$ cat src/rtl/fetch_unit_pkg.sv
// Shared processor package: opcode constants and the fetch state encoding,
// used by both the fetch unit and the decode controller.
package fetch_unit_pkg;

  localparam logic [5:0] OP_NOOP = 6'h00;
  localparam logic [5:0] OP_ADD  = 6'h01;
  localparam logic [5:0] OP_JMP  = 6'h02;
  localparam logic [5:0] OP_JC   = 6'h03;
  localparam logic [5:0] OP_JAL  = 6'h04;
  localparam logic [5:0] OP_HALT = 6'h3F;

  typedef enum logic [1:0] {
    ST_BOOT   = 2'd0,
    ST_RUN    = 2'd1,
    ST_HALTED = 2'd2
  } fetch_state_t;

endpackage

$ cat src/rtl/fetch_unit.sv
// Instruction fetch unit.
// Drives the read address of a 1-cycle-latency synchronous instruction memory,
// tracks the address of the word currently on imem_data (instr_pc), and
// presents that word to decode, squashing it on redirects and holding it on
// stalls. A live HALT_OP stops fetching until reset.
//
// Ports:
//   clk, reset              clock, synchronous active-high reset
//   imem_addr / imem_data   memory read address (comb) / data (prev. address)
//   opcode, instr           decoded opcode and full word to the datapath
//   instr_valid             opcode/instr carry a live instruction
//   jump, branch, jal       registered controls from the decode controller
//   branch_cond             branch condition (only meaningful with branch)
//   target_addr             jump/branch target
//   stall                   datapath hold request
//   link_addr               return address for JAL (instr_pc)
//   halted                  unit is in HALTED
//   fetch_count             number of issued instructions
module fetch_unit
  import fetch_unit_pkg::*;
#(
  parameter int unsigned          PC_WIDTH = 9,
  parameter logic [PC_WIDTH-1:0]  RESET_PC = '0,
  parameter logic [5:0]           HALT_OP  = OP_HALT
) (
  input  logic                clk,
  input  logic                reset,
  output logic [PC_WIDTH-1:0] imem_addr,
  input  logic [31:0]         imem_data,
  output logic [5:0]          opcode,
  output logic [31:0]         instr,
  output logic                instr_valid,
  input  logic                jump,
  input  logic                branch,
  input  logic                jal,
  input  logic                branch_cond,
  input  logic [PC_WIDTH-1:0] target_addr,
  input  logic                stall,
  output logic [PC_WIDTH-1:0] link_addr,
  output logic                halted,
  output logic [31:0]         fetch_count
);

  fetch_state_t        state, state_nxt;
  logic [PC_WIDTH-1:0] instr_pc, addr_nxt;
  logic [31:0]         count;
  logic                redirect, live, issue, is_halt;

  // jal only qualifies the R14 write downstream; link_addr itself does not
  // depend on it.
  logic unused_jal;
  assign unused_jal = jal;

  // jump dominates: with jump=1 the branch term is forced to 0, so an
  // unknown branch/branch_cond cannot disturb the redirect decision.
  assign redirect = jump | (branch & branch_cond & ~jump);
  assign is_halt  = (imem_data[31:26] == HALT_OP);

  always_comb begin
    state_nxt = state;
    addr_nxt  = instr_pc;
    live      = 1'b0;
    case (state)
      ST_BOOT: begin
        addr_nxt  = RESET_PC;
        state_nxt = ST_RUN;
      end
      ST_RUN: begin
        if (redirect) begin
          addr_nxt = target_addr;
        end else if (stall) begin
          addr_nxt = instr_pc;
        end else begin
          addr_nxt = instr_pc + 1'b1;
          live     = 1'b1;
        end
        if (live && is_halt) begin
          state_nxt = ST_HALTED;
        end
      end
      default: begin
        addr_nxt = instr_pc;
      end
    endcase
  end

  // Outputs are forced to their reset values combinationally while reset is
  // high, so nothing in flight leaks out during the reset cycle itself.
  assign issue       = live & ~reset;
  assign imem_addr   = reset ? RESET_PC : addr_nxt;
  assign instr_valid = issue;
  assign opcode      = (issue && !is_halt) ? imem_data[31:26] : OP_NOOP;
  assign instr       = issue ? imem_data : '0;
  assign halted      = (state == ST_HALTED) && !reset;
  assign link_addr   = reset ? RESET_PC : instr_pc;
  assign fetch_count = reset ? '0 : count;

  always_ff @(posedge clk) begin
    if (reset) begin
      state    <= ST_BOOT;
      instr_pc <= RESET_PC;
      count    <= '0;
    end else begin
      state    <= state_nxt;
      instr_pc <= addr_nxt;
      if (issue) begin
        count <= count + 32'd1;
      end
    end
  end

endmodule

$ cat config.mk
export PLATFORM = sky130hd
export DESIGN_NAME = fetch_unit
export DESIGN_NICKNAME = d
export VERILOG_FILES = /design/src/rtl/fetch_unit_pkg.sv /design/src/rtl/fetch_unit.sv
export SDC_FILE = /design/constraint.sdc
export NUM_CORES = 1
export LEC_CHECK = 0
export BUFFER_PORTS_ARGS = -buffer_cell sky130_fd_sc_hd__buf_2
export CELL_PAD_IN_SITES_DETAIL_PLACEMENT = 0
export CELL_PAD_IN_SITES_GLOBAL_PLACEMENT = 1
export CORE_MARGIN = 1
export CORE_UTILIZATION = 31
export DETAILED_ROUTE_END_ITERATION = 7
export PLACE_DENSITY_LB_ADDON = 0.15
export SYNTH_ARGS = -nofsm -noshare
export SYNTH_HDL_FRONTEND = slang
export SYNTH_SLANG_ARGS = --single-unit
$ cat constraint.sdc
create_clock -name clk -period 3.55 [get_ports clk]
set_clock_uncertainty 0.2 [all_clocks]
set_input_delay 0.8875 -clock clk [delete_from_list [all_inputs] [get_ports clk]]
set_output_delay 0.8875 -clock clk [all_outputs]
set_load 0.1 [all_outputs]
==> results.ini <==
[die]
start_util_pct = 32.1
die_area_um2 = 8920
die_y_um = 94.4
coreArea_um2 = 8260
fp-row-count = 33
pin_count = 138
dieWidth_um = 94.4

[yosys]
ys.warnings.count = 0
ys_dominant_reg_cell = dfxtp_1
post_synth.cell_area_avg_um2 = 7.81
synth_edf_count = 0
synth_cells = 339
ys_seq_elements = 43
synth_area_um2 = 2650
synthesis.nets = 389
ys_seq_area_share_pct = 32.5
synth_cell_types = 45
synthArstFlopShare_pct = 0

[finish]
n_fill_cell = 780
layout_common_cells = buf_2, buf_12, dfxtp_1
fin_nets = 526
antenna_cells = 0
finish.utilization_pct = 55.3
syn2layout_area_growth_pct = 72.6
layout_commonest_cell = buf_2
drive_gt1_share_pct = 50.9

[sta]
max_slew.worst_pin.slew_ns = 0.669
maxSlewViolCount = 0
relSlewSlack_pct = 55.1
fmax_mhz = 287
fin_crit_sh_pct = 98.0
setup_viol = 0
rsz0062_at_grt = false
fin_crit_ns = 3.48
final.setup.worst_slack_ns = 0.0702
hold_violations = 0

[cts]
cts_hold_buf = 0
path_clk_slew_ns = 0.09
root_buffer = clkbuf_8
clk_path_buf_depth = 2
cts_tree = done
clk_latency_ns = 0.29
numCtsBuffers = 5
ctsResizeCount = 0
post_cts.repair.setup_buffers = 0
clock-sinks = 43
htreeDepth = 2

[worst_setup_path]
critical-path-slowest-cell = or3b_2
r2r_slack_ns = 1.13
start_kind = primary input
critical_path_class = in2out
cp.required_ns = 2.46
slowest_delay_ns = 0.44
end_kind = output port
critPathMaxFanout = 6
path_cells = buf_2, or3b_2, or2_2, a31oi_1, o21ai_0, o21ai_4, buf_12
critPathArrivalTime_ns = 2.39

[power]
p_leak_nw = 1.96
power.switching_w = 0.000351
clockPowerShare_pct = 34.2
p_sw_share_pct = 30.8
powerDensity_nw_per_um2 = 249
ir_worst_vdd_uv = 140
comb_power_share_pct = 22.5
power.internal_w = 0.000788
p_seq_share_pct = 43.4

[detailed_routing]
antenna_left = 0
detail_route.wl_per_cell_um = 12.9
num_vias = 2757
drt_pre_antenna_iters = 6
drt_iter0_markers = 86
vias_per_cell = 4.74
wl_um = 7500
drc = 0

[global_routing]
grt_pass1_vias = 2522
overflow = 0
grt_first_pass_wirelength_um = 11600
grt_start_max_net_pins = 69
grt_usage_pct = 16.3
antenna_found_initial = 0

[place]
place_ws_ns = 0.0635
dp_hpwl_um = 5780
routabilityCongestion = 0.747
io_buffers = 136

[status]
status = finished clean

[worst_hold_path]
min_path_type = reg2reg

[run]
maxCapViolCount = 0

## power groups by stage
stage	clock network (W)	logic, W	registers (W)
detailed placement	0	0.000258	0.000506
CTS	0.000403	0.000258	0.000494
finish	0.000389	0.000256	0.000494
global route	0.000422	0.000268	0.000496
floorplan	0	0.000165	0.000504
global placement	0	0.000256	0.000505
## area by class of cell
| class | instances | area (µm²) | share of cell area [%] |
|---|---|---|---|
| flip-flops and latches | 43 | 861 | 18.8 |
| clock buffers | 5 | 68.8 | 1.51 |
| multi-input cells | 272 | 1920 | 42.0 |
| well taps | 105 | 131 | 2.87 |
| repair buffers | 150 | 1530 | 33.5 |
| inverters | 4 | 15.0 | 0.328 |
| clock inverters | 3 | 43.8 | 0.958 |
## cell families after synthesis
kind of cell / after synthesis / share of synthesized area (%)
buffers and inverters: 24 / 3.50
adders and majority gates: 2 / 0.945
AOI/OAI and AO/OA: 41 / 8.83
and+or+nand+nor: 202 / 44.9
muxes: 5 / 2.08
DFF: 43 / 32.5
xor gates and xnor gates: 22 / 7.27
## path summary, 6_finish.rpt
kind,endpoint,cells after the start,start
min reg2reg,count[31]$_SDFFE_PP0P_,2,count[31]$_SDFFE_PP0P_
min,count[31]$_SDFFE_PP0P_,2,count[31]$_SDFFE_PP0P_
max reg2reg,count[28]$_SDFFE_PP0P_,5,count[4]$_SDFFE_PP0P_
max,imem_addr[8],7,reset
## per-stage QoR
step	cells	total power, W	hold WS (ns)	TNS (ns)	area (µm²)
floorplan	339	0.000668	0.272	-4.37	2890
global placement	574	0.000761	0.286	0	4460
detailed placement	574	0.000763	0.288	0	4460
CTS	582	0.00115	0.308	0	4570
global route	582	0.00119	0.340	0	4570
finish	582	0.00114	0.307	0	4570
## synthesized netlist by cell type (7+ instances only)
cell | number | area [µm²]
nor2b_1 | 42 | 263
and3_1 | 8 | 50.1
nor3_1 | 7 | 35.0
nor2_1 | 36 | 135
nand3_1 | 19 | 95.1
dfxtp_1 | 43 | 861
clkbuf_1 | 16 | 60.1
nand4_1 | 7 | 43.8
nand2_1 | 17 | 63.8
a21oi_1 | 13 | 65.1
xor2_1 | 14 | 123
o21ai_0 | 17 | 85.1
xnor2_1 | 8 | 70.1
and2_1 | 40 | 250
## critical path, delay by kind of cell
kind | cells | cell delay, ns
AOI/OAI and AO/OA | 3 | 0.40
and+or+nand+nor | 2 | 0.79
buffers and inverters | 2 | 0.30
## flip-flops by register name, indices dropped and copies added (netlist names)
name,cells
instr_pc,9
count,32
state,2
## layer usage
layer / track usage, % / wire length, µm / vias up
met5: 0 / 0 / -
met4: 3.08 / 44 / 0
met3: 4.75 / 515 / 5
met2: 27.5 / 3660 / 79
met1: 20.4 / 3290 / 1249
li1: - / - / 1424
(Power assumes the default switching activity.)
